**src/rtl/bldc_seq_pkg.sv**
```systemverilog
// -----------------------------------------------------------------------------
// bldc_seq_pkg
// Shared definitions for the BLDC startup sequencer:
//   - mode_e      : sequencer mode encoding (IDLE, ALIGN, RAMP, RUN, FAULT)
//   - STEP_*      : commutation step codes (0 = bridge off, 1..6 = phases)
//   - step_next() : advance a commutation step with 6 -> 1 wrap
//   - fits_w()    : elaboration helper, checks that a value fits a counter width
// -----------------------------------------------------------------------------
package bldc_seq_pkg;

  typedef enum logic [2:0] {
    IDLE  = 3'd0,
    ALIGN = 3'd1,
    RAMP  = 3'd2,
    RUN   = 3'd3,
    FAULT = 3'd4
  } mode_e;

  localparam logic [2:0] STEP_OFF = 3'd0;
  localparam logic [2:0] STEP_1   = 3'd1;
  localparam logic [2:0] STEP_2   = 3'd2;
  localparam logic [2:0] STEP_3   = 3'd3;
  localparam logic [2:0] STEP_4   = 3'd4;
  localparam logic [2:0] STEP_5   = 3'd5;
  localparam logic [2:0] STEP_6   = 3'd6;

  // Next phase in the six-step sequence; any illegal code restarts at P_1.
  function automatic logic [2:0] step_next(input logic [2:0] step);
    logic [2:0] nxt;
    case (step)
      STEP_1:  nxt = STEP_2;
      STEP_2:  nxt = STEP_3;
      STEP_3:  nxt = STEP_4;
      STEP_4:  nxt = STEP_5;
      STEP_5:  nxt = STEP_6;
      STEP_6:  nxt = STEP_1;
      default: nxt = STEP_1;
    endcase
    return nxt;
  endfunction

  // True when v is representable in w bits.
  function automatic bit fits_w(input longint unsigned v, input int unsigned w);
    return (w >= 32'd64) || ((v >> w) == 64'd0);
  endfunction

endpackage

```
**src/rtl/bldc_step_timer.sv**
```systemverilog
// -----------------------------------------------------------------------------
// bldc_step_timer
// Loadable down-counter shared by the ALIGN hold, the RAMP step period and the
// RUN stall watchdog. Loading N-1 makes o_expire assert on the N-th cycle after
// the load, so the owner acts on the following edge exactly N cycles later.
// Ports:
//   i_clk, i_rst : clock, asynchronous active-high reset
//   i_load       : load i_load_val (has priority over counting)
//   i_load_val   : value to load
//   i_en         : count enable; also qualifies o_expire
//   o_expire     : counter enabled and at zero
// -----------------------------------------------------------------------------
module bldc_step_timer #(
  parameter int unsigned CNT_W = 24
) (
  input  logic             i_clk,
  input  logic             i_rst,
  input  logic             i_load,
  input  logic [CNT_W-1:0] i_load_val,
  input  logic             i_en,
  output logic             o_expire
);

  logic [CNT_W-1:0] r_count;

  // Counter register: load, else count down to zero and hold there.
  always_ff @(posedge i_clk or posedge i_rst) begin
    if (i_rst) begin
      r_count <= {CNT_W{1'b0}};
    end else if (i_load) begin
      r_count <= i_load_val;
    end else if (i_en && (r_count != {CNT_W{1'b0}})) begin
      r_count <= r_count - {{(CNT_W-1){1'b0}}, 1'b1};
    end
  end

  assign o_expire = i_en && (r_count == {CNT_W{1'b0}});

endmodule

```
**src/rtl/bldc_startup_seq.sv**
```systemverilog
// -----------------------------------------------------------------------------
// bldc_startup_seq
// Startup and supervision sequencer for one BLDC channel: rotor alignment,
// open-loop frequency ramp, hand-over to closed-loop commutation on back-EMF
// lock, and a stall watchdog with a sticky fault cleared by dropping enable.
// Ports:
//   clk_i, rst_i  : clock, asynchronous active-high reset
//   ena_i         : motor enable (low forces IDLE on the next edge)
//   zc_valid_i    : zero-crossing pulse for the expected phase (RAMP only)
//   cl_comm_i     : closed-loop commutation request pulse (RUN only)
//   step_o        : commutation step (0 = off, 1..6 = phase)
//   commutate_o   : one-cycle pulse whenever step_o changes to a nonzero value
//   mode_o        : current mode
//   cl_ena_o      : closed-loop path owns commutation
//   fault_o       : sticky fault flag
// -----------------------------------------------------------------------------
module bldc_startup_seq
  import bldc_seq_pkg::*;
#(
  parameter int unsigned CNT_W             = 24,
  parameter int unsigned ALIGN_CYCLES      = 2_000_000,
  parameter int unsigned RAMP_START_PERIOD = 1_000_000,
  parameter int unsigned RAMP_END_PERIOD   = 50_000,
  parameter int unsigned RAMP_DEC          = 20_000,
  parameter int unsigned LOCK_STEPS        = 6,
  parameter int unsigned MAX_END_STEPS     = 48,
  parameter int unsigned STALL_CYCLES      = 2_000_000
) (
  input  logic       clk_i,
  input  logic       rst_i,
  input  logic       ena_i,
  input  logic       zc_valid_i,
  input  logic       cl_comm_i,
  output logic [2:0] step_o,
  output logic       commutate_o,
  output mode_e      mode_o,
  output logic       cl_ena_o,
  output logic       fault_o
);

  localparam bit P_OK =
      (RAMP_END_PERIOD <= RAMP_START_PERIOD) &&
      (RAMP_END_PERIOD >= 32'd2) && (RAMP_START_PERIOD >= 32'd2) &&
      (ALIGN_CYCLES >= 32'd2) && (STALL_CYCLES >= 32'd2) &&
      (LOCK_STEPS >= 32'd1) && (MAX_END_STEPS >= 32'd1) &&
      fits_w(64'(ALIGN_CYCLES), CNT_W) && fits_w(64'(RAMP_START_PERIOD), CNT_W) &&
      fits_w(64'(RAMP_END_PERIOD), CNT_W) && fits_w(64'(RAMP_DEC), CNT_W) &&
      fits_w(64'(LOCK_STEPS), CNT_W) && fits_w(64'(MAX_END_STEPS), CNT_W) &&
      fits_w(64'(STALL_CYCLES), CNT_W);

  if (!P_OK) begin : g_param_err
    $error("bldc_startup_seq: illegal timing parameters");
  end

  localparam logic [CNT_W-1:0] L_ZERO     = {CNT_W{1'b0}};
  localparam logic [CNT_W-1:0] L_ONE      = {{(CNT_W-1){1'b0}}, 1'b1};
  localparam logic [CNT_W-1:0] L_ALIGN_M1 = CNT_W'(ALIGN_CYCLES - 32'd1);
  localparam logic [CNT_W-1:0] L_START    = CNT_W'(RAMP_START_PERIOD);
  localparam logic [CNT_W-1:0] L_END      = CNT_W'(RAMP_END_PERIOD);
  localparam logic [CNT_W-1:0] L_DEC      = CNT_W'(RAMP_DEC);
  localparam logic [CNT_W-1:0] L_LOCK     = CNT_W'(LOCK_STEPS);
  localparam logic [CNT_W-1:0] L_MAXEND   = CNT_W'(MAX_END_STEPS);
  localparam logic [CNT_W-1:0] L_STALL_M1 = CNT_W'(STALL_CYCLES - 32'd1);

  mode_e            r_mode,      w_mode_nx;
  logic [2:0]       r_step,      w_step_nx;
  logic             r_comm,      w_comm_nx;
  logic             r_cl_ena,    w_cl_ena_nx;
  logic             r_fault,     w_fault_nx;
  logic [CNT_W-1:0] r_period,    w_period_nx;
  logic [CNT_W-1:0] r_lock_cnt,  w_lock_nx;
  logic [CNT_W-1:0] r_end_cnt,   w_end_nx;
  logic             r_zc_seen,   w_zc_seen_nx;

  logic             w_tmr_load;
  logic [CNT_W-1:0] w_tmr_val;
  logic             w_tmr_en;
  logic             w_tmr_expire;
  logic             w_zc_any;
  logic [CNT_W-1:0] w_lock_inc;
  logic [CNT_W-1:0] w_end_inc;
  logic [CNT_W-1:0] w_period_dec;
  logic [2:0]       w_step_adv;

  // Only the timed modes run the shared timer; derived from state alone so the
  // expire flag never depends on the next-state logic.
  assign w_tmr_en = ena_i && ((r_mode == ALIGN) || (r_mode == RAMP) || (r_mode == RUN));

  bldc_step_timer #(
    .CNT_W (CNT_W)
  ) u_timer (
    .i_clk      (clk_i),
    .i_rst      (rst_i),
    .i_load     (w_tmr_load),
    .i_load_val (w_tmr_val),
    .i_en       (w_tmr_en),
    .o_expire   (w_tmr_expire)
  );

  // State and output registers.
  always_ff @(posedge clk_i or posedge rst_i) begin
    if (rst_i) begin
      r_mode     <= IDLE;
      r_step     <= STEP_OFF;
      r_comm     <= 1'b0;
      r_cl_ena   <= 1'b0;
      r_fault    <= 1'b0;
      r_period   <= L_ZERO;
      r_lock_cnt <= L_ZERO;
      r_end_cnt  <= L_ZERO;
      r_zc_seen  <= 1'b0;
    end else begin
      r_mode     <= w_mode_nx;
      r_step     <= w_step_nx;
      r_comm     <= w_comm_nx;
      r_cl_ena   <= w_cl_ena_nx;
      r_fault    <= w_fault_nx;
      r_period   <= w_period_nx;
      r_lock_cnt <= w_lock_nx;
      r_end_cnt  <= w_end_nx;
      r_zc_seen  <= w_zc_seen_nx;
    end
  end

  // Next-state, counter and timer-control decode.
  always_comb begin
    w_mode_nx    = r_mode;
    w_step_nx    = r_step;
    w_comm_nx    = 1'b0;
    w_cl_ena_nx  = r_cl_ena;
    w_fault_nx   = r_fault;
    w_period_nx  = r_period;
    w_lock_nx    = r_lock_cnt;
    w_end_nx     = r_end_cnt;
    w_zc_seen_nx = r_zc_seen;
    w_tmr_load   = 1'b0;
    w_tmr_val    = L_ZERO;

    // Ramp bookkeeping for the step that ends on this expiry; a zero crossing
    // sampled on the expiry cycle itself still belongs to the ending step.
    w_zc_any     = r_zc_seen | zc_valid_i;
    w_lock_inc   = w_zc_any ? (r_lock_cnt + L_ONE) : L_ZERO;
    w_end_inc    = (r_period == L_END) ? (r_end_cnt + L_ONE) : r_end_cnt;
    // Subtract only when the result stays above the floor: no wrap-around.
    w_period_dec = ((r_period > L_END) && ((r_period - L_END) > L_DEC)) ?
                   (r_period - L_DEC) : L_END;
    w_step_adv   = step_next(r_step);

    if (!ena_i) begin
      w_mode_nx    = IDLE;
      w_step_nx    = STEP_OFF;
      w_cl_ena_nx  = 1'b0;
      w_fault_nx   = 1'b0;
      w_period_nx  = L_ZERO;
      w_lock_nx    = L_ZERO;
      w_end_nx     = L_ZERO;
      w_zc_seen_nx = 1'b0;
      w_tmr_load   = 1'b1;
    end else begin
      case (r_mode)
        IDLE: begin
          w_mode_nx  = ALIGN;
          w_step_nx  = STEP_1;
          w_comm_nx  = 1'b1;
          w_tmr_load = 1'b1;
          w_tmr_val  = L_ALIGN_M1;
        end
        ALIGN: begin
          if (w_tmr_expire) begin
            w_mode_nx    = RAMP;
            w_step_nx    = STEP_2;
            w_comm_nx    = 1'b1;
            w_period_nx  = L_START;
            w_lock_nx    = L_ZERO;
            w_end_nx     = L_ZERO;
            w_zc_seen_nx = 1'b0;
            w_tmr_load   = 1'b1;
            w_tmr_val    = L_START - L_ONE;
          end else begin
            w_step_nx = STEP_1;
          end
        end
        RAMP: begin
          if (w_tmr_expire) begin
            w_zc_seen_nx = 1'b0;
            w_lock_nx    = w_lock_inc;
            w_end_nx     = w_end_inc;
            // Lock wins over the end-step limit when both land together.
            if (w_lock_inc == L_LOCK) begin
              w_mode_nx   = RUN;
              w_cl_ena_nx = 1'b1;
              w_step_nx   = w_step_adv;
              w_comm_nx   = 1'b1;
              w_tmr_load  = 1'b1;
              w_tmr_val   = L_STALL_M1;
            end else if (w_end_inc == L_MAXEND) begin
              w_mode_nx  = FAULT;
              w_step_nx  = STEP_OFF;
              w_fault_nx = 1'b1;
            end else begin
              w_step_nx   = w_step_adv;
              w_comm_nx   = 1'b1;
              w_period_nx = w_period_dec;
              w_tmr_load  = 1'b1;
              w_tmr_val   = w_period_dec - L_ONE;
            end
          end else begin
            w_zc_seen_nx = r_zc_seen | zc_valid_i;
          end
        end
        RUN: begin
          // A request on the watchdog's last cycle still counts as a commutation.
          if (cl_comm_i) begin
            w_step_nx  = w_step_adv;
            w_comm_nx  = 1'b1;
            w_tmr_load = 1'b1;
            w_tmr_val  = L_STALL_M1;
          end else if (w_tmr_expire) begin
            w_mode_nx   = FAULT;
            w_step_nx   = STEP_OFF;
            w_cl_ena_nx = 1'b0;
            w_fault_nx  = 1'b1;
          end else begin
            w_cl_ena_nx = 1'b1;
          end
        end
        FAULT: begin
          w_step_nx   = STEP_OFF;
          w_cl_ena_nx = 1'b0;
          w_fault_nx  = 1'b1;
        end
        default: begin
          w_mode_nx   = IDLE;
          w_step_nx   = STEP_OFF;
          w_cl_ena_nx = 1'b0;
          w_fault_nx  = 1'b0;
        end
      endcase
    end
  end

  assign step_o      = r_step;
  assign commutate_o = r_comm;
  assign mode_o      = r_mode;
  assign cl_ena_o    = r_cl_ena;
  assign fault_o     = r_fault;

endmodule

```
**config.mk**
```make
export PLATFORM = sky130hd
export DESIGN_NAME = bldc_startup_seq
export DESIGN_NICKNAME = d
export VERILOG_FILES = /design/src/rtl/bldc_seq_pkg.sv /design/src/rtl/bldc_step_timer.sv /design/src/rtl/bldc_startup_seq.sv
export SDC_FILE = /design/constraint.sdc
export NUM_CORES = 1
export LEC_CHECK = 0
export BUFFER_PORTS_ARGS = -buffer_cell sky130_fd_sc_hd__buf_2
export CAP_MARGIN = 20
export CORE_ASPECT_RATIO = 0.75
export CORE_UTILIZATION = 58
export DETAILED_ROUTE_END_ITERATION = 10
export HOLD_SLACK_MARGIN = 0.05
export PLACE_DENSITY_LB_ADDON = 0.3
export SETUP_SLACK_MARGIN = 0.3
export SYNTH_ARGS = -nofsm -noshare
export SYNTH_HDL_FRONTEND = slang
export SYNTH_SLANG_ARGS = --single-unit
```
**constraint.sdc**
```tcl
create_clock -name clk_i -period 4.8 [get_ports clk_i]
set_input_delay 0.96 -clock clk_i [delete_from_list [all_inputs] [get_ports clk_i]]
set_output_delay 0.96 -clock clk_i [all_outputs]
set_load 0.02 [all_outputs]
```
==> results.py <==
metrics = {
    "outcome": {
        "outcome": "complete, but fails checks",
        "violations": "design-rule violations",
    },
    "sta": {
        "max_freq_ghz": 0.229,
        "final-hold-violation-count": 0,
        "setup-violations-final": 0,
        "slew_viol_final": 0,
        "final.period_utilization_pct": 91.1,
        "setup_tns_ps": 0,
        "skew_ps": 12.8,
        "fin_crit_ps": 4370,
        "rsz0062_at_grt": "false",
        "slew_headroom_pct": 36.9,
        "tightest_slew_ps": 947,
        "hold_slack_ps": 498,
    },
    "synthesis": {
        "synth_xor_area_share_pct": 6.00,
        "synth-async-reset-ratio_pct": 100,
        "synth_edf_count": 0,
        "yosysSeqAreaShare_pct": 32.4,
        "synth_top_area_share_pct": 32.4,
        "synth.net_count": 1043,
        "yosys_register_bits": 106,
        "synthAdderAreaFrac_pct": 1.68,
        "synth_ff_type": "dfrtp_1",
        "synth-compound-area-share_pct": 24.8,
        "ys_top_cells_by_area": "dfrtp_1, o21ai_0, nand2_1",
        "synth_area_um2": 8180,
        "synth_cells": 1027,
        "synthMuxAreaShare_pct": 0.887,
        "synth_top_family_by_area": "simple AND/OR/NAND/NOR gates",
        "yosysWarnings": 0,
        "syn_avg_cell_area_um2": 7.96,
        "ys_types": 78,
        "yosys.area.top_type": "dfrtp_1",
        "yosys.area_share.simple_pct": 29.9,
    },
    "clock_network": {
        "cts_buffer_depth": 2,
        "cts_made_buffers": 9,
        "clk_pin_slew_ps": 80,
        "cts_tree": "built",
        "cts_hold_buf": 0,
        "cts-root-buf": "clkbuf_16",
        "clock_latency_ps": 370,
        "cts_num_sinks": 106,
        "h-tree-depth": 3,
    },
    "job": {
        "cap_violations": 0,
    },
    "critical_path": {
        "required_ps": 5060,
        "startpoint_type": "flip-flop",
        "path_cells": "or4_4, nor4_2, nor3b_1, buf_4, and3_1, xor2_1, nor4b_2, a21boi_2, o21a_1, o21ai_0, and2_1",
        "end_kind": "flip-flop",
        "cp_max_fo": 16,
        "critPathKind": "reg -> reg",
        "cp_data_arrival_time_ps": 4630,
        "critPathMaxStageDelay_ps": 620,
        "cpMaxStageDelayCell": "or4_4",
    },
    "drt": {
        "routedWlPerCell_um": 19.1,
        "vias_per_cell": 6.77,
        "firstDrtPassIters": 9,
        "final_antenna_net_count": 0,
        "wl_mm": 23.0,
        "drt_iter0_markers": 990,
        "drc": 2,
        "vias": 8157,
    },
    "floorplan": {
        "initial_core_util_pct": 59.5,
        "rows": 37,
        "die_w_um": 139,
        "io_pins": 14,
        "fp.dieH_um": 105,
        "core_area_um2": 13700,
        "dieArea_um2": 14600,
    },
    "grt": {
        "antenna_found_initial": 0,
        "grt_overflow_total": 0,
        "grt_pass1_vias": 7096,
        "grt_usage_pct": 32.8,
        "grt_max_degree": 74,
        "grt_pass1_wl_mm": 37.9,
    },
    "finish": {
        "layout.cells.most_common_list": "dfrtp_1, nand2_1, o21ai_0",
        "finalNetCount": 1041,
        "n_antenna_cell": 0,
        "drive_gt1_share_pct": 10.2,
        "final_common_cell": "dfrtp_1",
        "syn_to_final_growth_pct": 8.57,
    },
    "place": {
        "place.detailed.hpwl_mm": 16.5,
        "port_buffers": 13,
        "finalWeightedCongestion": 0.953,
    },
    "power_and_ir_drop": {
        "power.total_mw": 2.20,
        "p_leak_nw": 3.68,
        "power.density_nw_per_um2": 248,
        "ir_worst_vdd_mv": 0.160,
    },
    "worst_hold_path": {
        "min_path_type": "reg -> reg",
    },
}
## worst paths after layout
path / end / startpoint / depth (start not counted) / slack [ps]
worst max-delay path: r_period[2]$_DFFE_PP0P_ / r_period[0]$_DFFE_PP0P_ / 11 / 430
worst min-delay path: fault_o$_DFFE_PP0P_ / fault_o$_DFFE_PP0P_ / 1 / 500
max in group asynchronous: r_period[13]$_DFFE_PP0P_ / rst_i / 3 / 3190
worst max register to register: r_period[2]$_DFFE_PP0P_ / r_period[0]$_DFFE_PP0P_ / 11 / 430
min in group asynchronous: step_o[1]$_DFFE_PP0P_ / rst_i / 2 / 800
worst min register to register: fault_o$_DFFE_PP0P_ / fault_o$_DFFE_PP0P_ / 1 / 500
## cells in the mapped netlist (16+ instances only)
cell type,n
nor3_1,45
a21oi_1,59
and2_1,22
nand3_1,37
inv_1,16
and3_1,34
a31oi_1,19
o31ai_1,22
nor2_1,88
o21a_1,19
nand2_1,102
xnor2_1,38
o21ai_0,99
xor2_1,18
nor4_1,21
dfrtp_1,106
clkbuf_1,51
nand4_1,17
## report_power, final
part | switching, mW | internal, mW
Sequential | 0.0605 | 0.926
Clock | 0.369 | 0.479
Combinational | 0.226 | 0.140
Total | 0.656 | 1.54
## kinds of logic (layout without fill, tap and decap cells)
logic type,Yosys count,after routing
multiplexers,7,7
flip-flops,106,106
AND/OR/NAND/NOR,453,453
buffers and inverters,82,85
adder cells (fa/ha/maj),11,11
AO/OA/AOI/OAI,312,312
XOR/XNOR,56,56
## worst max-delay path, delay by kind of cell (launching register included)
family | cells | cell delay (ps)
buf+inv | 1 | 180
simple gates | 6 | 1990
compound gates | 3 | 1230
flops | 1 | 460
xor+xnor | 1 | 400
## layout make-up
| type | instances | area (µm²) |
|---|---|---|
| multi-input cells | 839 | 5240 |
| flip-flops and latches | 106 | 2660 |
| fillers | 1188 | 4870 |
| well taps | 175 | 219 |
| clock buffers | 10 | 239 |
| inverters | 16 | 62.6 |
| clock inverters | 6 | 96.3 |
| repair buffers | 53 | 365 |
## registers in the layout (all words and copies together), names as in the netlist
register / cells
fault_o: 1
r_end_cnt: 24
r_zc_seen: 1
commutate_o: 1
r_lock_cnt: 24
u_timer.r_count: 24
cl_ena_o: 1
r_period: 24
step_o: 3
mode_o: 3
## routing by layer
metal	global-route usage [%]	routed length, µm	vias up
li1	-	-	3824
met1	51.0	11000	3904
met2	45.3	9510	403
met3	7.75	2170	26
met4	6.75	236	0
met5	0	0	-
## stage by stage
step	std cells	setup WS, ps	utilization (%)	area [µm²]
finish	1205	426	64.6	8880
detailed placement	1183	174	61.5	8460
global placement	1183	376	61.5	8460
floorplan	1027	339	-	8200
CTS	1199	311	64.0	8800
global route	1205	315	64.6	8880
## timing repair
action | in CTS | in global routing
resized for setup | 2 | 9
buffers inserted | 0 | 6
endpoints found under the setup margin | 3 | 11
pin swaps | 0 | 3
Power figures use the tool's default switching activity.
